<file path="src/rtl/alu_cmd_sequencer.sv">
`default_nettype none
// ============================================================================
// Module   : alu_cmd_sequencer
// Brief    : Queues ALU commands, issues them with operands from a local
//            register file, writes results back and reports them. Optional
//            macro ALU_ILLEGAL_OP_CHECK_EN rejects opcodes above 5'b10001.
// Revision : 1.0 - initial release
// ============================================================================
module alu_cmd_sequencer #(
    parameter int DATA_W = 32,
    parameter int OP_W   = 5,
    parameter int NREG   = 8,
    parameter int DEPTH  = 4,
    localparam int RW    = $clog2(NREG)
) (
    input  logic              clk,
    input  logic              rst_n,
    input  logic              cmd_valid,
    output logic              cmd_ready,
    input  logic [OP_W-1:0]   cmd_op,
    input  logic [RW-1:0]     cmd_rd,
    input  logic [RW-1:0]     cmd_rs1,
    input  logic [RW-1:0]     cmd_rs2,
    input  logic              ld_en,
    input  logic [RW-1:0]     ld_addr,
    input  logic [DATA_W-1:0] ld_data,
    input  logic [RW-1:0]     rd_addr,
    output logic [DATA_W-1:0] rd_data,
    output logic              alu_enable,
    output logic [OP_W-1:0]   alu_op,
    output logic [DATA_W-1:0] src1,
    output logic [DATA_W-1:0] src2,
    input  logic [DATA_W-1:0] alu_out,
    input  logic              alu_overflow,
    output logic              rsp_valid,
    output logic [RW-1:0]     rsp_rd,
    output logic [DATA_W-1:0] rsp_data,
    output logic              rsp_ovf,
    output logic              ovf_sticky,
    input  logic              ovf_clr,
`ifdef ALU_ILLEGAL_OP_CHECK_EN
    output logic              illegal_op,
`endif
    output logic              busy
);

    localparam int PW = $clog2(DEPTH);
    localparam logic [PW:0] c_full = (PW+1)'(DEPTH);
`ifdef ALU_ILLEGAL_OP_CHECK_EN
    localparam logic [OP_W-1:0] c_max_op = OP_W'(17);
`endif

    typedef enum logic [0:0] {
        S_IDLE = 1'b0,
        S_EXEC = 1'b1
    } state_t;

    state_t r_state;
    state_t w_state_next;

    // Command FIFO storage and pointers
    logic [OP_W-1:0] r_fifo_op  [DEPTH];
    logic [RW-1:0]   r_fifo_rd  [DEPTH];
    logic [RW-1:0]   r_fifo_rs1 [DEPTH];
    logic [RW-1:0]   r_fifo_rs2 [DEPTH];
    logic [PW-1:0]   r_wr_ptr;
    logic [PW-1:0]   r_rd_ptr;
    logic [PW:0]     r_count;

    logic [DATA_W-1:0] r_regs [NREG];

    logic              r_alu_enable;
    logic [OP_W-1:0]   r_alu_op;
    logic [DATA_W-1:0] r_src1;
    logic [DATA_W-1:0] r_src2;
    logic [RW-1:0]     r_exec_rd;
    logic              r_rsp_valid;
    logic [RW-1:0]     r_rsp_rd;
    logic [DATA_W-1:0] r_rsp_data;
    logic              r_rsp_ovf;
    logic              r_ovf_sticky;
`ifdef ALU_ILLEGAL_OP_CHECK_EN
    logic              r_illegal_op;
    logic              w_reject;
`endif

    logic            w_push;
    logic            w_pop;
    logic            w_issue;
    logic            w_writeback;
    logic            w_fifo_empty;
    logic [OP_W-1:0] w_head_op;
    logic [RW-1:0]   w_head_rd;
    logic [RW-1:0]   w_head_rs1;
    logic [RW-1:0]   w_head_rs2;

    assign w_fifo_empty = (r_count == '0);
    assign cmd_ready    = (r_count != c_full);
    assign w_push       = cmd_valid && cmd_ready;
    assign w_head_op    = r_fifo_op[r_rd_ptr];
    assign w_head_rd    = r_fifo_rd[r_rd_ptr];
    assign w_head_rs1   = r_fifo_rs1[r_rd_ptr];
    assign w_head_rs2   = r_fifo_rs2[r_rd_ptr];

    always_ff @(posedge clk or negedge rst_n) begin
        if (!rst_n) begin
            r_state <= S_IDLE;
        end else begin
            r_state <= w_state_next;
        end
    end

    always_comb begin
        w_state_next = r_state;
        w_pop        = 1'b0;
        w_issue      = 1'b0;
        w_writeback  = 1'b0;
`ifdef ALU_ILLEGAL_OP_CHECK_EN
        w_reject     = 1'b0;
`endif
        case (r_state)
            S_IDLE: begin
                if (!w_fifo_empty) begin
                    w_pop = 1'b1;
`ifdef ALU_ILLEGAL_OP_CHECK_EN
                    // Rejected commands never reach the ALU; FSM stays IDLE
                    if (w_head_op > c_max_op) begin
                        w_reject = 1'b1;
                    end else begin
                        w_issue      = 1'b1;
                        w_state_next = S_EXEC;
                    end
`else
                    w_issue      = 1'b1;
                    w_state_next = S_EXEC;
`endif
                end
            end
            S_EXEC: begin
                w_writeback  = 1'b1;
                w_state_next = S_IDLE;
            end
            default: w_state_next = S_IDLE;
        endcase
    end

    // Payload storage needs no reset: only entries between the pointers are live
    always_ff @(posedge clk) begin
        if (w_push) begin
            r_fifo_op[r_wr_ptr]  <= cmd_op;
            r_fifo_rd[r_wr_ptr]  <= cmd_rd;
            r_fifo_rs1[r_wr_ptr] <= cmd_rs1;
            r_fifo_rs2[r_wr_ptr] <= cmd_rs2;
        end
    end

    always_ff @(posedge clk or negedge rst_n) begin
        if (!rst_n) begin
            r_wr_ptr <= '0;
            r_rd_ptr <= '0;
            r_count  <= '0;
        end else begin
            if (w_push) r_wr_ptr <= r_wr_ptr + PW'(1);
            if (w_pop)  r_rd_ptr <= r_rd_ptr + PW'(1);
            case ({w_push, w_pop})
                2'b10:   r_count <= r_count + (PW+1)'(1);
                2'b01:   r_count <= r_count - (PW+1)'(1);
                default: r_count <= r_count;
            endcase
        end
    end

    // Writeback is assigned after the direct load so it wins on a clash
    always_ff @(posedge clk or negedge rst_n) begin
        if (!rst_n) begin
            for (int i = 0; i < NREG; i++) begin
                r_regs[i] <= '0;
            end
        end else begin
            if (ld_en)       r_regs[ld_addr]   <= ld_data;
            if (w_writeback) r_regs[r_exec_rd] <= alu_out;
        end
    end

    always_ff @(posedge clk or negedge rst_n) begin
        if (!rst_n) begin
            r_alu_enable <= 1'b0;
            r_alu_op     <= '0;
            r_src1       <= '0;
            r_src2       <= '0;
            r_exec_rd    <= '0;
            r_rsp_valid  <= 1'b0;
            r_rsp_rd     <= '0;
            r_rsp_data   <= '0;
            r_rsp_ovf    <= 1'b0;
            r_ovf_sticky <= 1'b0;
`ifdef ALU_ILLEGAL_OP_CHECK_EN
            r_illegal_op <= 1'b0;
`endif
        end else begin
            r_rsp_valid <= 1'b0;
            if (w_issue) begin
                r_alu_enable <= 1'b1;
                r_alu_op     <= w_head_op;
                r_src1       <= r_regs[w_head_rs1];
                r_src2       <= r_regs[w_head_rs2];
                r_exec_rd    <= w_head_rd;
            end
            if (w_writeback) begin
                r_alu_enable <= 1'b0;
                r_rsp_valid  <= 1'b1;
                r_rsp_rd     <= r_exec_rd;
                r_rsp_data   <= alu_out;
                r_rsp_ovf    <= alu_overflow;
            end
            if (w_writeback && alu_overflow) begin
                r_ovf_sticky <= 1'b1;
            end else if (ovf_clr) begin
                r_ovf_sticky <= 1'b0;
            end
`ifdef ALU_ILLEGAL_OP_CHECK_EN
            if (w_reject) begin
                r_rsp_valid  <= 1'b1;
                r_rsp_rd     <= w_head_rd;
                r_rsp_data   <= '0;
                r_rsp_ovf    <= 1'b0;
                r_illegal_op <= 1'b1;
            end else if (ovf_clr) begin
                r_illegal_op <= 1'b0;
            end
`endif
        end
    end

    assign rd_data    = r_regs[rd_addr];
    assign alu_enable = r_alu_enable;
    assign alu_op     = r_alu_op;
    assign src1       = r_src1;
    assign src2       = r_src2;
    assign rsp_valid  = r_rsp_valid;
    assign rsp_rd     = r_rsp_rd;
    assign rsp_data   = r_rsp_data;
    assign rsp_ovf    = r_rsp_ovf;
    assign ovf_sticky = r_ovf_sticky;
`ifdef ALU_ILLEGAL_OP_CHECK_EN
    assign illegal_op = r_illegal_op;
`endif
    assign busy       = !w_fifo_empty || (r_state != S_IDLE);

endmodule
`default_nettype wire

</file>
<file path="config.mk">
export PLATFORM = sky130hd
export DESIGN_NAME = alu_cmd_sequencer
export DESIGN_NICKNAME = d
export VERILOG_FILES = /design/src/rtl/alu_cmd_sequencer.sv
export SDC_FILE = /design/constraint.sdc
export NUM_CORES = 1
export LEC_CHECK = 0
export BUFFER_PORTS_ARGS = -buffer_cell sky130_fd_sc_hd__clkbuf_2
export CAP_MARGIN = 30
export CORE_MARGIN = 1
export CORE_UTILIZATION = 37
export CTS_CLUSTER_DIAMETER = 200
export CTS_CLUSTER_SIZE = 8
export DETAILED_ROUTE_END_ITERATION = 16
export SKIP_CTS_REPAIR_TIMING = 1
export SLEW_MARGIN = 10
export SYNTH_ARGS = -nofsm -noshare
export SYNTH_HDL_FRONTEND = slang
export SYNTH_SLANG_ARGS = --single-unit
</file>
<file path="constraint.sdc">
create_clock -name clk -period 2.5 [get_ports clk]
set_input_delay 0.375 -clock clk [delete_from_list [all_inputs] [get_ports clk]]
set_output_delay 0.375 -clock clk [all_outputs]
set_load 0.02 [all_outputs]
</file>
==> flow_summary.ini <==
[grt]
grt_first_pass_wirelength_mm = 123
grt_max_degree = 75
gr-usage-all-layers_pct = 24.4
gr-total-overflow = 0
antenna_found_initial = 6
grt_pass1_vias = 19400

[detailed_routing]
final_antenna_net_count = 0
drc = 0
drt-initial-drc-count = 1662
firstDrtPassIters = 5
routed_wl_mm = 82.1
vias_per_cell = 5.82
post_drt_wl_per_cell_um = 25.1
vias = 19100

[synth]
synth_edf_count = 56
syn_area_per_cell_um2 = 10.8
synth-async-reset-ratio_pct = 87.0
synth_fp_nets = 2352
syn_inst = 2256
yosysWarnings = 0
ys_seq_elements = 431
synth-seq-area-share_pct = 45.6
yosys-top-cells-area = dfrtp_1 39%, mux2i_1 21%, mux4_2 7.2%, edfxtp_1 6.9%, nand2_1 4.4%
synth_top_area_share_pct = 38.6
ys.flop_type = dfrtp_1
yosysUniqueCellTypes = 33
syn_area_um2 = 24300
synth_top_area_cell = dfrtp_1

[critical_path]
critPathArrivalTime_ns = 2.04
crit_required_ns = 2.12
critPathKind = reg -> out
start_kind = flip-flop
worstPathMaxFanout = 4
end_kind = primary output

[sta]
relSlewSlack_pct = 32.4
rsz0062_at_grt = no
layout_min_cycle_time_ns = 2.42
hold-worst-slack_ns = -0.00627
timing.final.ws_setup_ns = 0.0839
fmax_mhz = 414
setup_tns_ns = 0
finalSetupViolations = 0
fin_skew_ns = 0.0198
finalHoldViolations = 1
worstMarginPinSlew_ns = 1.01
slew_violations = 0
timing.final.crit_share_pct = 96.6

[floorplan]
die_w_um = 258
die_y_um = 258
start_util_pct = 37.5
die_area_um2 = 66700
core_um2 = 64700
std_cell_rows = 93
pin_count = 232

[placed_design]
portBuffers = 231
gp_congestion = 0.837
place_ws_ns = 0.0903
dp_hpwl_mm = 49.3
dp.cells = 3185

[power]
powerDensity_nw_per_um2 = 1460
peakVddDrop_mv = 1.04
p_leak_nw = 12.9
total_power_mw = 41.4

[clocking]
cts_root_buffer = clkbuf_16
insertion_delay_ns = 0.63
h-tree-depth = 2
cts_tree = yes
clockBufferDepth = 3
cts_made_buffers = 59
clk_pin_slew_ns = 0.06
cts_sinks = 431

[hold_path]
hold_class = in -> reg

[final_layout]
nets = 2503
post-route-util_pct = 43.8
drive_gt1_share_pct = 22.5
final_cells = 3276
fillers = 6152
area_growth_pct = 16.6

[outcome]
violations = negative hold slack
status = finished, violations left

[run]
cap_violations = 0
per-stage QoR:
stage,hold slack (ns),cell area [um2]
after global routing,0.0119,28300
after CTS,-0.255,28200
after floorplan,0.0794,24300
final,-0.00627,28300
after global placement,0.411,26600
after detailed placement,0.415,26600
layout make-up:
type	count	area [um2]	area share [%]
multi-input cells	1571	12100	42.6
flip-flops and latches	431	11100	39.1
repair buffers	333	2480	8.77
clock buffers	69	1510	5.34
well taps	855	1070	3.78
clock inverters	3	70.1	0.247
inverters	11	42.5	0.150
diodes	3	7.51	0.0265
logic make-up (layout without fill, tap and decap cells):
group                    Yosys count  count (layout)  synth area share, %
multiplexers                     657             657                 31.4
flip-flops                       431             431                 45.6
buffers and inverters            254             416                 5.03
XOR/XNOR                           6               6                0.216
other                              0               3                    0
adder cells (fa/ha/maj)            6               6                0.340
AND/OR/NAND/NOR                  449             449                 7.43
AO/OA/AOI/OAI                    453             453                 9.99
per-layer routing:
layer	global-route usage (%)	wire length, um	vias up
met2	39.7	38900	819
met3	4.28	5790	207
li1	-	-	8416
met1	32.1	34400	9634
met5	0	36	-
met4	10.2	3110	6
worst max-delay path, cell delays in order, from the launching register on:
cell and delay [ns]:
dfrtp_1 0.41, mux4_2 0.49, mux2_2 0.33, clkbuf_2 0.17
cell usage in the layout (no fill, tap or decap), types with 47 or more instances in the layout:
cell type,count
mux2_2,66
a21oi_1,129
mux4_2,76
dfrtp_1,373
clkbuf_16,59
nand2_1,285
o22ai_1,128
o21ai_1,88
nor2_1,129
o21ai_0,108
mux2i_1,513
buf_4,47
edfxtp_1,56
clkbuf_2,228
worst paths after layout:
check | slack (ns) | endpoint | depth (start not counted) | from
max | 0.08 | rd_data[1] | 3 | r_regs[129]$_DFF_PN0_
min | -0.006 | rsp_ovf$_DFFE_PN0P_ | 3 | alu_overflow
max reg2reg | 0.16 | src2[18]$_DFFE_PN0P_ | 6 | r_rd_ptr[0]$_DFFE_PN0P_
min reg2reg | 0.48 | src1[11]$_DFFE_PN0P_ | 2 | src1[11]$_DFFE_PN0P_
max in group asynchronous | 1.22 | r_regs[79]$_DFF_PN0_ | 4 | rst_n
min in group asynchronous | 0.32 | r_regs[89]$_DFF_PN0_ | 2 | rst_n
power by group:
group          switching, mW  total, mW  internal [mW]
combinational           11.8       20.6           8.82
sequential              3.11       13.5           10.4
clock                   3.08       7.29           4.20
sequential cells by signal, summed over array words and instances (netlist names), 5 cells and up:
signal / cells
src1: 32
src2: 32
alu_op: 5
r_fifo_op: 20
r_regs: 256
r_fifo_rd: 12
rsp_data: 32
r_fifo_rs1: 12
r_fifo_rs2: 12
synthesized netlist by cell type (3+ instances only):
cell	instances
nand2_1	287
nand4b_1	6
inv_1	11
mux2i_1	513
mux4_2	78
o21ai_0	108
nand2b_1	7
clkbuf_1	157
buf_1	19
edfxtp_1	56
nor2_1	129
ha_1	5
nor3_2	3
o22ai_1	128
o21ai_1	88
mux2_2	66
a21oi_1	129
buf_2	37
xnor2_1	4
and3_1	4
dfrtp_1	375
buf_6	29
Power figures use the tool's default switching activity.
